## src/rtl/fft_pkg.sv

```systemverilog
// Shared FFT front-end parameters, sample/vector types and packer state encoding.
package fft_pkg;

  localparam int unsigned DIN_W         = 9;
  localparam int unsigned LANES         = 16;
  localparam int unsigned FRAME_LEN     = 512;
  localparam int unsigned VEC_PER_FRAME = FRAME_LEN / LANES;
  localparam int unsigned LANE_CNT_W    = (LANES > 1) ? $clog2(LANES) : 1;
  localparam int unsigned VEC_CNT_W     = (VEC_PER_FRAME > 1) ? $clog2(VEC_PER_FRAME) : 1;
  localparam int unsigned ERR_CNT_W     = 16;

  typedef logic signed [DIN_W-1:0] sample_t;

  // Lane 0 is the leftmost (earliest) element.
  typedef logic [0:LANES-1][DIN_W-1:0] vec_t;

  typedef struct packed {
    logic sof;
    logic eof;
    vec_t re;
    vec_t im;
  } vec_beat_s;

  typedef enum logic {
    IDLE = 1'b0,
    RUN  = 1'b1
  } pk_state_e;

endpackage

```

## src/rtl/fft_input_packer_if.sv

```systemverilog
// Sample-in / vector-out bus of the FFT input packer.
// err_cnt exists only when INPUT_PACKER_ERRCNT_EN is defined.
interface fft_input_packer_if;
  import fft_pkg::*;

  logic    din_valid;
  logic    din_sof;
  sample_t din_re;
  sample_t din_im;
  vec_t    dout_re;
  vec_t    dout_im;
  logic    dout_valid;
  logic    dout_sof;
  logic    dout_eof;
  logic    frame_err;
`ifdef INPUT_PACKER_ERRCNT_EN
  logic [ERR_CNT_W-1:0] err_cnt;

  modport master (
    output din_valid, din_sof, din_re, din_im,
    input  dout_re, dout_im, dout_valid, dout_sof, dout_eof, frame_err, err_cnt
  );
  modport slave (
    input  din_valid, din_sof, din_re, din_im,
    output dout_re, dout_im, dout_valid, dout_sof, dout_eof, frame_err, err_cnt
  );
`else
  modport master (
    output din_valid, din_sof, din_re, din_im,
    input  dout_re, dout_im, dout_valid, dout_sof, dout_eof, frame_err
  );
  modport slave (
    input  din_valid, din_sof, din_re, din_im,
    output dout_re, dout_im, dout_valid, dout_sof, dout_eof, frame_err
  );
`endif

endinterface

```

## src/rtl/fft_input_packer.sv

```systemverilog
// Packs serial complex samples into LANES-wide vectors framed into FRAME_LEN blocks.
// Optional saturating violation counter enabled by INPUT_PACKER_ERRCNT_EN.
module fft_input_packer
  import fft_pkg::*;
(
  input  logic               clk,
  input  logic               rst,
  fft_input_packer_if.slave  io
);

  pk_state_e             state_q, state_d;
  logic [LANE_CNT_W-1:0] lane_q, lane_d;
  logic [VEC_CNT_W-1:0]  vec_q, vec_d;
  vec_t                  shadow_re_q, shadow_re_d;
  vec_t                  shadow_im_q, shadow_im_d;
  vec_beat_s             out_q, out_d;
  logic                  valid_q, valid_d;
  logic                  err_q, err_d;

  always_ff @(posedge clk or posedge rst) begin
    if (rst) begin
      state_q     <= IDLE;
      lane_q      <= '0;
      vec_q       <= '0;
      shadow_re_q <= '0;
      shadow_im_q <= '0;
      out_q       <= '0;
      valid_q     <= 1'b0;
      err_q       <= 1'b0;
    end else begin
      state_q     <= state_d;
      lane_q      <= lane_d;
      vec_q       <= vec_d;
      shadow_re_q <= shadow_re_d;
      shadow_im_q <= shadow_im_d;
      out_q       <= out_d;
      valid_q     <= valid_d;
      err_q       <= err_d;
    end
  end

  always_comb begin
    state_d     = state_q;
    lane_d      = lane_q;
    vec_d       = vec_q;
    shadow_re_d = shadow_re_q;
    shadow_im_d = shadow_im_q;
    out_d       = out_q;
    out_d.sof   = 1'b0;
    out_d.eof   = 1'b0;
    valid_d     = 1'b0;
    err_d       = 1'b0;

    unique case (state_q)
      IDLE: begin
        if (io.din_valid && io.din_sof) begin
          shadow_re_d[0] = io.din_re;
          shadow_im_d[0] = io.din_im;
          lane_d         = LANE_CNT_W'(1);
          vec_d          = '0;
          state_d        = RUN;
        end
      end
      RUN: begin
        if (io.din_valid) begin
          // sof anywhere but a frame boundary aborts the frame and restarts on this sample
          if (io.din_sof && (lane_q != '0 || vec_q != '0)) begin
            err_d          = 1'b1;
            shadow_re_d[0] = io.din_re;
            shadow_im_d[0] = io.din_im;
            lane_d         = LANE_CNT_W'(1);
            vec_d          = '0;
          end else begin
            shadow_re_d[lane_q] = io.din_re;
            shadow_im_d[lane_q] = io.din_im;
            lane_d              = lane_q + LANE_CNT_W'(1);
            if (lane_q == LANE_CNT_W'(LANES - 1)) begin
              lane_d    = '0;
              valid_d   = 1'b1;
              out_d.re  = shadow_re_d;
              out_d.im  = shadow_im_d;
              out_d.sof = (vec_q == '0);
              out_d.eof = (vec_q == VEC_CNT_W'(VEC_PER_FRAME - 1));
              if (out_d.eof) begin
                vec_d   = '0;
                state_d = IDLE;
              end else begin
                vec_d = vec_q + VEC_CNT_W'(1);
              end
            end
          end
        end
      end
      default: state_d = IDLE;
    endcase
  end

  assign io.dout_re    = out_q.re;
  assign io.dout_im    = out_q.im;
  assign io.dout_sof   = out_q.sof;
  assign io.dout_eof   = out_q.eof;
  assign io.dout_valid = valid_q;
  assign io.frame_err  = err_q;

`ifdef INPUT_PACKER_ERRCNT_EN
  logic [ERR_CNT_W-1:0] err_cnt_q;

  always_ff @(posedge clk or posedge rst) begin
    if (rst) begin
      err_cnt_q <= '0;
    end else if (err_d && (err_cnt_q != {ERR_CNT_W{1'b1}})) begin
      err_cnt_q <= err_cnt_q + ERR_CNT_W'(1);
    end
  end

  assign io.err_cnt = err_cnt_q;
`endif

endmodule

```

## src/flat_wrapper.sv

```systemverilog
// flat-port wrapper written by rule: the top's interface ports become plain ports
module fft_input_packer_flat import fft_pkg::*;
  (clk, rst, io_din_valid, io_din_sof, io_din_re, io_din_im, io_dout_re, io_dout_im, io_dout_valid, io_dout_sof, io_dout_eof, io_frame_err);
  fft_input_packer_if io_i ();
  input  logic clk;
  input  logic rst;
  input wire logic [$bits(io_i.din_valid)-1:0] io_din_valid;
  input wire logic [$bits(io_i.din_sof)-1:0] io_din_sof;
  input wire logic [$bits(io_i.din_re)-1:0] io_din_re;
  input wire logic [$bits(io_i.din_im)-1:0] io_din_im;
  output wire logic [$bits(io_i.dout_re)-1:0] io_dout_re;
  output wire logic [$bits(io_i.dout_im)-1:0] io_dout_im;
  output wire logic [$bits(io_i.dout_valid)-1:0] io_dout_valid;
  output wire logic [$bits(io_i.dout_sof)-1:0] io_dout_sof;
  output wire logic [$bits(io_i.dout_eof)-1:0] io_dout_eof;
  output wire logic [$bits(io_i.frame_err)-1:0] io_frame_err;
  assign io_i.din_valid = io_din_valid;
  assign io_i.din_sof = io_din_sof;
  assign io_i.din_re = io_din_re;
  assign io_i.din_im = io_din_im;
  assign io_dout_re = io_i.dout_re;
  assign io_dout_im = io_i.dout_im;
  assign io_dout_valid = io_i.dout_valid;
  assign io_dout_sof = io_i.dout_sof;
  assign io_dout_eof = io_i.dout_eof;
  assign io_frame_err = io_i.frame_err;
  fft_input_packer u_core (.clk(clk), .rst(rst), .io(io_i));
endmodule
```

## config.mk

```make
export PLATFORM = sky130hd
export DESIGN_NAME = fft_input_packer_flat
export DESIGN_NICKNAME = d
export VERILOG_FILES = /design/src/rtl/fft_pkg.sv /design/src/rtl/fft_input_packer_if.sv /design/src/rtl/fft_input_packer.sv /design/src/flat_wrapper.sv
export SDC_FILE = /design/constraint.sdc
export NUM_CORES = 1
export LEC_CHECK = 0
export BUFFER_PORTS_ARGS = -buffer_cell sky130_fd_sc_hd__buf_2
export CORE_ASPECT_RATIO = 0.5
export CORE_MARGIN = 2
export CORE_UTILIZATION = 55
export DETAILED_ROUTE_END_ITERATION = 12
export PLACE_DENSITY = 0.73
export SLEW_MARGIN = 5
export SYNTH_ARGS = -nofsm -noshare
export SYNTH_HDL_FRONTEND = slang
export SYNTH_SLANG_ARGS = --single-unit
```

## constraint.sdc

```tcl
create_clock -name clk -period 21.1 [get_ports clk]
set_input_delay 0 -clock clk [delete_from_list [all_inputs] [get_ports clk]]
set_output_delay 0 -clock clk [all_outputs]
set_load 0.02 [all_outputs]
```

Yosys cells after proc, flatten, opt, wreduce, memory -nomap -nowiden:

Cells that the tools add are included.
Widths: inputs -> output; s select.

* bits in writable memories: 0
* input bits: 22
* memories: 0
* output and inout port bits: 292
* ROM bits: 0
* register bits after elaboration: 590
* bits in latches: 0

* $lt $le $gt $ge: 2
* equal/unequal tests: 5
* divide/modulo/power cells: 0
* bitwise operators: 3
* reduce and logical (&&, ||, !) cells: 11
* add/sub/neg operators: 2
* mux-type cells: 42
* multiply operators: 0
* shift-type cells: 0

Operators by type and width (number)
* $mux 290: 4
* $bwmux 144: 2
* $mux 144: 2
* $mux 135: 2
* $mux 9: 5
* $demux 9 s4: 1
* $pmux 9 s2: 2
* $mux 5: 5
* $mux 4: 4
* $mux 1: 12
* $pmux 5 s2: 1
* $pmux 4 s2: 1
* $reduce_and 3->1: 2
* $add 5x1->5 const B: 1
* $eq 5x5->1 const B: 1
* $ge 5x5->1 const B: 1
* $logic_not 5->1: 1
* $lt 5x1->1 const B: 1
* $not 4->5: 1
* $reduce_bool 5->1: 1
* $add 4x1->4 const B: 1
* $eq 4x4->1 const B: 1
* $reduce_and 4->1: 1
* $reduce_bool 4->1: 1
* other kinds (8): 11

Logic depth before layout (Yosys ltp):

Gate-level depths: netlist of the first run.

* depth after elaboration: 10
* depth in mapped cells: 11
* mapped depth without buffers: 7

Worst setup path before layout of the first run:

Ideal clock, no wire load.

* path type: register -> register
* start point: register u_core.lane_q[0]
* end point: register u_core.shadow_im_q[36] in the netlist's numbering
* data arrival time: 2.297 ns
* library setup time: 0.125 ns
* slack: 18.677 ns
* path buffers: 3
* stages on the path, launching flop included: 10
* cells stage by stage: dfrtp_1 inv_1 ha_1 buf_2 or3b_1 o21ai_4 buf_8 nand4_4 buf_6 mux2_4

* cells in the longest elaborated chain, start to end: 6
* elaborated cells on any way between the ends: 12
* classes of those cells: order compare (2); mux (3); bitwise (2); reduce/logical (5)

Ends and longest elaborated chain
* from (decl): RTL line fft_input_packer.sv:12 `logic [LANE_CNT_W-1:0] lane_q, lane_d;`
* from (signal assigned): RTL line fft_input_packer.sv:32 `lane_q <= lane_d;`
* $not 4->5 (implied by the code): RTL line fft_input_packer.sv:75 `shadow_im_d[lane_q] = io.din_im;`
* $ge 5x5->1 (implied by the code) / $lt 5x1->1 (equally long branches): RTL line fft_input_packer.sv:75
* $logic_and 1x1->1 (implied by the code): RTL line fft_input_packer.sv:75
* $mux 9 (implied by the code): RTL line fft_input_packer.sv:75
* $demux 9 s4: RTL line fft_input_packer.sv:75
* $bwmux 144: RTL line fft_input_packer.sv:75
* to (signal assigned): RTL line fft_input_packer.sv:35 `shadow_im_q <= shadow_im_d;`
* to (decl): RTL line fft_input_packer.sv:15 `vec_t shadow_im_q, shadow_im_d;`

Parallel ways exist; a longest one is shown, timed or not.
A chain may end at the register's enable or synchronous reset.

Worst setup path after layout of the first run:

* start point: register u_core.lane_q[0]
* end point: register u_core.out_q (netlist bit u_core.io.dout_im[100])

* cells in the longest elaborated chain, start to end: 6
* elaborated cells on any way between the ends: 13
* classes of those cells: order compare (2); eq/ne (1); mux (3); bitwise (2); reduce/logical (5)

Ends and longest elaborated chain
* $not 4->5 (implied by the code): RTL line fft_input_packer.sv:75
* $ge 5x5->1 (implied by the code) / $lt 5x1->1 (equally long branches): RTL line fft_input_packer.sv:75
* $logic_and 1x1->1 (implied by the code): RTL line fft_input_packer.sv:75
* $mux 9 (implied by the code): RTL line fft_input_packer.sv:75
* $demux 9 s4: RTL line fft_input_packer.sv:75
* $bwmux 144: RTL line fft_input_packer.sv:75
* to (signal assigned): RTL line fft_input_packer.sv:36 `out_q <= out_d;`
* to (decl): RTL line fft_input_packer.sv:16 `vec_beat_s out_q, out_d;`

Parallel ways exist; a longest one is shown, timed or not.

==> impl_metrics.tcl, run 1 <==
set metrics [dict create \
    worst-path-stages 8 \
    max_cap_violations 0 \
    hold_viol_final 0 \
    tightest_slew_ns 1.24 \
    port_buffers 313 \
    endpoint_kind "flip-flop" \
    clk_latency_ns 0.57 \
    grt_pass1_wl_um 97200 \
    route.antenna.remaining_nets 0 \
    syn_to_final_growth_pct 13.2 \
    ys_seq_area_frac 0.564 \
    p_total_w 0.00268 \
    drc 0 \
    drt_first_pass_iters 5 \
    yosys_most_used_dff "dfrtp_1" \
    cts-root-buf "clkbuf_16" \
    synth.distinct_cells 47 \
    hold_buffers 3 \
    start_kind "flip-flop" \
    synth_seq_cells 572 \
    cp_top_family "buffers and inverters" \
    clock-sinks 572 \
    antenna_cells 0 \
    numCtsBuffers 49 \
    crit_arrival_ns 5.48 \
    p_leak_nw 15.4 \
    slowest_stage "buf_4" \
    htreeDepth 2 \
    chipWidth_um 308 \
    worst_r2r_path_depth 8 \
    die_area_um2 48000 \
    final_common_cell "dfrtp_1" \
    p_per_area_nw_per_um2 93.3 \
    rsz0062_at_grt "false" \
    num_vias 16171 \
    syn_area_per_cell_um2 13.7 \
    worstPathMaxFanout 132 \
    dieHeight_um 156 \
    grt_max_degree 170 \
    utilization 0.633 \
    setup_tns_ns 0 \
    status "complete, no violations" \
    grt_pass1_vias 16089 \
    maxSlewViolCount 0 \
    fill_cells 3486 \
    synth_nets 1881 \
    first_iter_violations 1284 \
    clock.fmax_mhz 198 \
    critical_path_buf_inv_count 3 \
    synth_cells 1852 \
    grt_antenna_before_repair 0 \
    place_hpwl_um 37400 \
    clk_pin_slew_ns 0.07 \
    track_usage 0.260 \
    relSlewSlack 0.172 \
    post_drt_wl_per_cell_um 23.3 \
    crit_chain "inv_1 > ha_1 > or3b_1 > o21ai_4 > nand3_2 > inv_8 > buf_4 > mux2_2" \
    cts_resized 0 \
    layout-drive-gt1-share 0.455 \
    final_cell_mix "dfrtp_1 (572), mux2_2 (452), buf_2 (313)" \
    synth_enable_flop_cells 0 \
    gp_congestion 0.798 \
    row_count 55 \
    start_util 0.559 \
    holdCritPathClass "input port to flip-flop" \
    postCtsSetupRepairBufs 0 \
    finalSetupViolCount 0 \
    worst_path_largest_cell_delay_ns 0.89 \
    ir_drop_uv 58.5 \
    hold_depth 3 \
    ys.warnings.count 0 \
    ios 314 \
    finClkSkew_ns 0.0220 \
    cts_tree "built" \
    synthesis.area_um2 25400 \
    crit_type "flip-flop to flip-flop" \
    overflow 0 \
    drt-vias-per-instance 6.02 \
    postSynth.asyncResetShare 1.00 \
    period_share 0.239 \
    drt-total-wl_um 62700 \
    clockBufferDepth 3 \
    nNetsFinal 2080 \
    fin_crit_ns 5.05 \
    fp.coreArea_um2 45300 \
    cp.required_ns 21.54 \
]
-- report_power, final --
part,internal (W),switching (W),total (W)
combinational,0.000224,0.000198,0.000421
clock,0.000538,0.000411,0.000949
sequential,0.00124,0.0000749,0.00131
total,0.00200,0.000683,0.00268
-- final cells by class --
type                    instances  area, µm²  area share
multi-input cells            1080      10200       0.355
clock buffers                  72       1410      0.0492
flip-flops and latches        572      14300       0.498
well taps                     598        748      0.0260
repair buffers                337       1770      0.0615
clock inverters                16        243     0.00845
inverters                      11       56.3     0.00196
-- synth_stat cells (all sizes together) (2+ instances only) --
cell	instances	area [µm²]
dfrtp	572	14300
a31oi	159	995
nor2b	5	31.3
buf	94	517
and3	2	12.5
ha	7	87.6
nand2	15	58.8
o311ai	2	17.5
mux2i	158	1580
nand4	8	140
and2	3	18.8
o21ai	10	61.3
inv	11	41.3
clkbuf	95	357
nor2	4	15.0
nand3	13	133
nor3	3	30.0
a21oi	162	811
nor3b	3	22.5
mux2	512	5990
-- per-stage QoR --
step	instance area [µm²]	hold slack (ns)	cells	worst slack, ns
2_1_floorplan	25400	0.273	1852	5.10
3_3_place_gp	27000	0.211	2595	16.16
3_5_place_dp	27000	0.228	2595	16.09
4_1_cts	28700	0.00175	2686	16.05
5_1_grt	28700	0.0531	2686	15.67
6_report	28700	0.0179	2686	16.05
-- final timing paths --
path                                                   startpoint                                  to  slack (ns)
worst max register to register       u_core.lane_q[0]$_DFFE_PP0P_  u_core.io.dout_im[100]$_DFFE_PP0P_       16.05
worst min-delay path                                 io_din_re[8]   u_core.io.dout_re[89]$_DFFE_PP0P_        0.02
max in group asynchronous                                     rst   u_core.io.dout_re[19]$_DFFE_PP0P_       17.88
min in group asynchronous                                     rst   u_core.io.dout_im[74]$_DFFE_PP0P_        0.11
worst max-delay path                 u_core.lane_q[0]$_DFFE_PP0P_  u_core.io.dout_im[100]$_DFFE_PP0P_       16.05
worst min register to register  u_core.io.dout_im[31]$_DFFE_PP0P_   u_core.io.dout_im[31]$_DFFE_PP0P_        0.50
-- cells by family (layout without fill, tap and decap cells) --
family	Yosys count	count (layout)	synth area share
AOI/OAI and AO/OA	339	339	0.0763
adders and majority gates	7	7	0.00345
DFF	572	572	0.564
buffers and inverters	200	436	0.0361
and+or+nand+nor	64	64	0.0215
muxes	670	670	0.298
-- tightest hold or removal path, cell delays in order --
cell	delay (ns)
buf_2	0.27
mux2i_1	0.19
a21oi_1	0.08
-- sequential cells by signal, summed over array words and instances, names as in the netlist, 4 cells and up --
signal              cells
u_core.io.dout_re     144
u_core.shadow_im_q    135
u_core.vec_q            5
u_core.io.dout_im     144
u_core.lane_q           4
u_core.shadow_re_q    135
-- metal layers --
layer,vias to the layer above,part of all wire,global-route usage
li1,7141,-,-
met1,8491,0.45,0.374
met2,428,0.47,0.412
met3,111,0.045,0.0357
met4,0,0.032,0.0876
met5,-,0,0
(Power assumes the default switching activity.)
==> run 2, diff against run 1 <==
--- a/config.mk
+++ b/config.mk
@@ -5,10 +5,11 @@
 export SDC_FILE = /design/constraint.sdc
 export NUM_CORES = 1
 export LEC_CHECK = 0
+export ABC_AREA = 1
 export BUFFER_PORTS_ARGS = -buffer_cell sky130_fd_sc_hd__buf_2
 export CORE_ASPECT_RATIO = 0.5
 export CORE_MARGIN = 2
-export CORE_UTILIZATION = 55
+export CORE_UTILIZATION = 52
 export DETAILED_ROUTE_END_ITERATION = 12
 export PLACE_DENSITY = 0.73
 export SLEW_MARGIN = 5
==> constraint.sdc (replaced) <==
create_clock -name clk -period 4.3 [get_ports clk]
set_input_delay 0 -clock clk [delete_from_list [all_inputs] [get_ports clk]]
set_output_delay 0 -clock clk [all_outputs]
set_load 0.02 [all_outputs]
==> run 2 against run 1 <==
Compared with the run above:
- utilization shrank 2.6 points
- wire length grew 7.4%
- non-clock buffer count grew 30
- sequential share of layout area grew 0.25 points
- fmax grew 45%
- via count grew 33%
- largest cell class unchanged
- total power grew to 5.6 times the previous value
- critical path type unchanged
==> impl_metrics.tcl, run 2 <==
set metrics [dict create \
    p_leak_nw 16.6 \
    drt_first_pass_iters 6 \
    synth_common_cells "nand2_1 (1958), dfrtp_1 (572), o21ai_0 (250)" \
    seqCellArea_um2 14300 \
    finClkSkew_ns 0.0226 \
    clk_latency_ns 0.59 \
    ios 314 \
    postCtsSetupRepairBufs 0 \
    slowest_stage "buf_4" \
    clock-sinks 572 \
    drt-total-wl_um 67300 \
    maxSlewViolCount 0 \
    rr_startpoint "u_core.lane_q[0]$_DFFE_PP0P_" \
    overflow 0 \
    design_area_um2 28600 \
    layout-drive-gt1-share 0.129 \
    first_iter_violations 2267 \
    ir_drop_uv 309 \
    final_cells 4077 \
    synth_nets 3208 \
    dp_cells 3962 \
    drt-vias-per-instance 5.28 \
    tightest_slew_ns 1.23 \
    syn_to_final_growth_pct 14.6 \
    period_share 0.808 \
    swShare 0.324 \
    postPlaceCellArea_um2 26600 \
    hold_viol_final 0 \
    multi_input_area_um2 9440 \
    ys.warnings.count 0 \
    row_count 56 \
    crit_type "flip-flop to flip-flop" \
    max_cap_violations 0 \
    nNetsFinal 3428 \
    start_kind "flip-flop" \
    synthTopCellsByArea "dfrtp_1 (57%), nand2_1 (29%), o21ai_0 (5.0%)" \
    finalSetupViolCount 0 \
    syn_area_per_cell_um2 7.85 \
    synth_seq_cells 572 \
    grt_pass1_wl_um 109000 \
    cts_tree "built" \
    fp.coreArea_um2 47100 \
    gp_congestion 0.840 \
    status "complete, no violations" \
    die_area_um2 49800 \
    synth_top_area_cell "dfrtp_1" \
    yosys_most_used_dff "dfrtp_1" \
    track_usage 0.270 \
    p_per_area_nw_per_um2 521 \
    synthesis.area_um2 24900 \
    ys_seq_area_frac 0.574 \
    clockBufferDepth 3 \
    place_hpwl_um 40800 \
    min-delay-start "io_din_re[1]" \
    worst_hold_slack_ns 0.199 \
    fin_crit_ns 3.47 \
    yosys.area.top_type_share 0.574 \
    crit_arrival_ns 3.99 \
    p_switching_w 0.00483 \
    synth.distinct_cells 22 \
    grt_antenna_before_repair 0 \
    worstPathMaxFanout 222 \
    route.antenna.remaining_nets 0 \
    holdCritPathClass "input port to flip-flop" \
    relSlewSlack 0.179 \
    grt_max_degree 223 \
    combPwrFrac 0.219 \
    endpoint_kind "flip-flop" \
    final_cell_mix "nand2_1 (1958), dfrtp_1 (572), buf_2 (313)" \
    drc 0 \
    num_vias 21545 \
    postSynth.asyncResetShare 1.00 \
    fill_cells 4081 \
    post_drt_wl_per_cell_um 16.5 \
    grt_pass1_vias 20802 \
    setup_tns_ns 0 \
    worst_path_largest_cell_delay_ns 0.73 \
    start_util 0.530 \
    dieHeight_um 159 \
    internal_power_w 0.0101 \
    clock.fmax_mhz 288 \
    port_buffers 313 \
    synth_enable_flop_cells 0 \
    chipWidth_um 314 \
    synth_cells 3179 \
    numCtsBuffers 51 \
    post-synth-top-count-cell "nand2_1" \
    rsz0062_at_grt "false" \
    power.share.sequential 0.463 \
    cp-startpoint "u_core.lane_q[0]$_DFFE_PP0P_" \
    cp.required_ns 4.82 \
    htreeDepth 2 \
    clkPwrFrac 0.318 \
    clk_pin_slew_ns 0.07 \
    cts-root-buf "clkbuf_16" \
    final_common_cell "nand2_1" \
    crit_chain "inv_1 > ha_1 > buf_4 > inv_1 > nor2_2 > nand2_2 > nand2_4 > nand3_4 > buf_12 > buf_4 > nand2_1 > nand2_1" \
]
run 2: cell count changes after synthesis, moves of 20 or more:
cell,before,now
mux2_2,452,0
a31oi_1,159,0
inv_1,10,30
mux2i_1,158,0
nor2_1,4,61
nand3_1,7,50
nand2_1,14,1958
mux2_4,60,0
a21oi_1,162,22
o21ai_0,8,250
run 2: final timing paths:
path	to	slack, ns	cells past startpoint
setup reg to reg	u_core.io.dout_re[55]$_DFFE_PP0P_	0.83	12
min in group asynchronous	u_core.shadow_re_q[31]$_DFFE_PP0P_	0.23	3
setup / recovery	u_core.io.dout_re[55]$_DFFE_PP0P_	0.83	12
hold / removal	u_core.io.dout_re[1]$_DFFE_PP0P_	0.20	4
max in group asynchronous	u_core.io.dout_im[102]$_DFFE_PP0P_	2.85	4
hold reg to reg	u_core.io.dout_re[105]$_DFFE_PP0P_	0.47	2
run 2: layer usage:
layer | global-route usage | vias to the layer above | wire length, µm
met3 | 0.0363 | 145 | 4150
met4 | 0.0837 | 0 | 2000
met2 | 0.440 | 728 | 32400
met1 | 0.379 | 10470 | 28800
li1 | - | 10202 | -
met5 | 0 | - | 0
run 2: layout make-up:
type                            instances  area share
Sequential cell                       572       0.501
Tap cell                              638      0.0279
Clock buffer                           75      0.0528
Multi-Input combinational cell       2369       0.330
Clock inverter                         17     0.00722
Antenna cell                            1   0.0000876
Inverter                               38     0.00565
Timing Repair Buffer                  367      0.0753
run 2: kinds of logic after synthesis:
group | count (synthesis) | synth area share
simple gates | 2079 | 0.317
flops | 572 | 0.574
compound gates | 282 | 0.0567
buf+inv | 238 | 0.0489
fa+ha+maj | 7 | 0.00351
xor+xnor | 1 | 0.000351
run 2: repair_timing:
action,CTS,global route
endpoints found under the hold margin,82,0
hold buffers,22,0
gates resized for setup,0,0
run 2: metrics by stage:
stage | power, W | utilization | setup slack [ns]
2_1_floorplan | 0.00944 | - | -3.49
3_3_place_gp | 0.0100 | 0.566 | 1.01
3_5_place_dp | 0.0102 | 0.566 | 0.935
4_1_cts | 0.0149 | 0.607 | 0.887
5_1_grt | 0.0158 | 0.607 | 0.590
6_report | 0.0149 | 0.607 | 0.826
run 2: critical path: cells and delay by family, from the launching register on:
family        cells  cell delay, ns
buf+inv           5            1.82
simple gates      6            0.75
flops             1            0.43
fa+ha+maj         1            0.20
run 2: power groups by stage:
stage | sequential [W] | clock (W) | combinational (W)
2_1_floorplan | 0.00692 | 0 | 0.00251
3_3_place_gp | 0.00693 | 0 | 0.00308
3_5_place_dp | 0.00697 | 0 | 0.00321
4_1_cts | 0.00688 | 0.00480 | 0.00326
5_1_grt | 0.00701 | 0.00504 | 0.00379
6_report | 0.00690 | 0.00474 | 0.00326
==> run 3, diff against run 2 <==
==> constraint.sdc (replaced) <==
create_clock -name clk -period 2.9 [get_ports clk]
set_input_delay 0 -clock clk [delete_from_list [all_inputs] [get_ports clk]]
set_output_delay 0 -clock clk [all_outputs]
set_load 0.02 [all_outputs]
==> run 3 against run 2 <==
Compared with the run above:
- register-to-register slack got worse by 0.33 ns
- non-clock buffer count rose by 18
- final cell count rose by 0.54%
- total power rose by 49%
- count of clock-buffer cells in the layout rose by 1
- sequential cell count did not move
- combinational power rose by 52%
- critical path depth fell by 2
- fmax rose by 44%
- die area did not move
- clock power rose by 48%
- largest cell class unchanged
- highest routed layer unchanged
==> impl_metrics.tcl, run 3 (same netlist as run 2, synthesis figures left out) <==
set metrics [dict create \
    status "complete, no violations" \
    tightest_slew_ns 1.00 \
    grt_pass1_vias 20788 \
    utilization 0.611 \
    drt-vias-per-instance 5.28 \
    clockBufferDepth 3 \
    nNetsFinal 3446 \
    crit_chain "inv_1 > ha_1 > inv_1 > nor2_2 > nand2_2 > nand2_4 > nand2_8 > buf_4 > nand2_1 > nand2_1" \
    relSlewSlack 0.331 \
    syn_to_final_growth_pct 15.4 \
    chipWidth_um 314 \
    cts_tree "built" \
    grt_antenna_before_repair 1 \
    combPwrFrac 0.223 \
    route.antenna.remaining_nets 0 \
    multi_input_area_um2 9440 \
    max_cap_violations 0 \
    dieHeight_um 159 \
    p_leak_nw 16.7 \
    cts-root-buf "clkbuf_16" \
    fill_cells 4160 \
    reg2reg_slack_ns 0.50 \
    finClkSkew_ns 0.0240 \
    swShare 0.327 \
    p_switching_w 0.00727 \
    cp_top_family "buffers and inverters" \
    worst_hold_slack_ns 0.0866 \
    maxSlewViolCount 0 \
    grt_max_degree 172 \
    crit_arrival_ns 2.91 \
    drt-total-wl_um 68000 \
    worstPathMaxFanout 83 \
    grt_pass1_wl_um 110000 \
    clock-sinks 572 \
    worst_path_largest_cell_delay_ns 0.74 \
    start_kind "flip-flop" \
    clk_latency_ns 0.59 \
    clk_pin_slew_ns 0.07 \
    ir_drop_uv 475 \
    holdCritPathClass "input port to asynchronous set/reset pin" \
    clkPwrFrac 0.316 \
    track_usage 0.271 \
    drt_first_pass_iters 6 \
    power.share.sequential 0.461 \
    row_count 56 \
    postPlaceCellArea_um2 26800 \
    die_area_um2 49800 \
    period_share 0.829 \
    num_vias 21640 \
    post_drt_wl_per_cell_um 16.6 \
    gp_congestion 0.860 \
    fin_crit_ns 2.40 \
    final_common_cell "nand2_1" \
    postCtsSetupRepairBufs 0 \
    ios 314 \
    first_iter_violations 2277 \
    crit_type "flip-flop to flip-flop" \
    critical_path_buf_inv_count 3 \
    endpoint_kind "flip-flop" \
    internal_power_w 0.0150 \
    seqCellArea_um2 14300 \
    start_util 0.530 \
    slowest_stage "buf_4" \
    clock.fmax_mhz 416 \
    finalSetupViolCount 0 \
    rsz0062_at_grt "false" \
    design_area_um2 28800 \
    fp.coreArea_um2 47100 \
    overflow 0 \
    htreeDepth 2 \
    place_hpwl_um 42600 \
    layout-drive-gt1-share 0.134 \
    cp.required_ns 3.41 \
    drc 0 \
    port_buffers 313 \
    final_cell_mix "nand2_1 (1958), dfrtp_1 (572), buf_2 (313)" \
    hold_viol_final 0 \
    p_per_area_nw_per_um2 773 \
    numCtsBuffers 51 \
]
==> run 3: cell types whose count changed in the layout (fill, tap and decap cells not counted), moves of 3 or more <==
cell,previous run,this run
clkinv_2,7,11
inv_6,0,4
buf_4,22,36
clkinvlp_4,4,1
clkbuf_8,10,13
buf_12,10,15
==> run 3: per-layer routing <==
metal	vias to the layer above	share of wire	track usage
met5	-	0	0
met4	0	0.027	0.0811
met3	128	0.062	0.0413
met2	700	0.48	0.445
met1	10571	0.43	0.376
li1	10241	-	-
==> run 3: worst min-delay path, delay by kind of cell <==
family | cells | cell delay [ns]
buf+inv | 3 | 1.14
==> run 3: cell type report <==
class,instances,share of cell area
flip-flops and latches,572,0.497
diodes,2,0.000174
multi-input cells,2369,0.328
inverters,38,0.00561
repair buffers,385,0.0816
clock buffers,76,0.0521
well taps,638,0.0277
clock inverters,19,0.00731
==> run 3: final timing paths <==
| check | cells past startpoint | start | to |
|---|---|---|---|
| min in group clk | 4 | io_din_im[6] | u_core.io.dout_im[6]$_DFFE_PP0P_ |
| max in group asynchronous | 4 | rst | u_core.io.dout_im[2]$_DFFE_PP0P_ |
| hold / removal | 3 | rst | u_core.io.dout_re[14]$_DFFE_PP0P_ |
| setup reg to reg | 10 | u_core.lane_q[0]$_DFFE_PP0P_ | u_core.shadow_im_q[105]$_DFFE_PP0P_ |
| hold reg to reg | 2 | u_core.io.dout_re[73]$_DFFE_PP0P_ | u_core.io.dout_re[73]$_DFFE_PP0P_ |
| setup / recovery | 10 | u_core.lane_q[0]$_DFFE_PP0P_ | u_core.shadow_im_q[105]$_DFFE_PP0P_ |
==> run 3: per-stage QoR <==
stage | TNS (ns) | setup WS, ns | total power [W] | std cells
global route | 0 | 0.317 | 0.0236 | 4098
floorplan | -2797.98 | -4.89 | 0.0140 | 3179
CTS | 0 | 0.530 | 0.0223 | 4097
finish | 0 | 0.496 | 0.0222 | 4099
global placement | 0 | 0.658 | 0.0150 | 3981
detailed placement | 0 | 0.562 | 0.0152 | 3981
==> run 3: power groups by stage <==
| stage | Sequential (W) | Clock [W] | Combinational [W] |
|---|---|---|---|
| 3_5_place_dp | 0.0103 | 0 | 0.00490 |
| 2_1_floorplan | 0.0103 | 0 | 0.00372 |
| 6_report | 0.0103 | 0.00702 | 0.00496 |
| 5_1_grt | 0.0104 | 0.00745 | 0.00572 |
| 4_1_cts | 0.0102 | 0.00709 | 0.00496 |
| 3_3_place_gp | 0.0103 | 0 | 0.00470 |
==> run 3: timing repair <==
action / 4_1_cts / 5_1_grt
hold endpoints to repair: 65 / 0
gates resized for setup: 0 / 0
hold buffers: 21 / 0
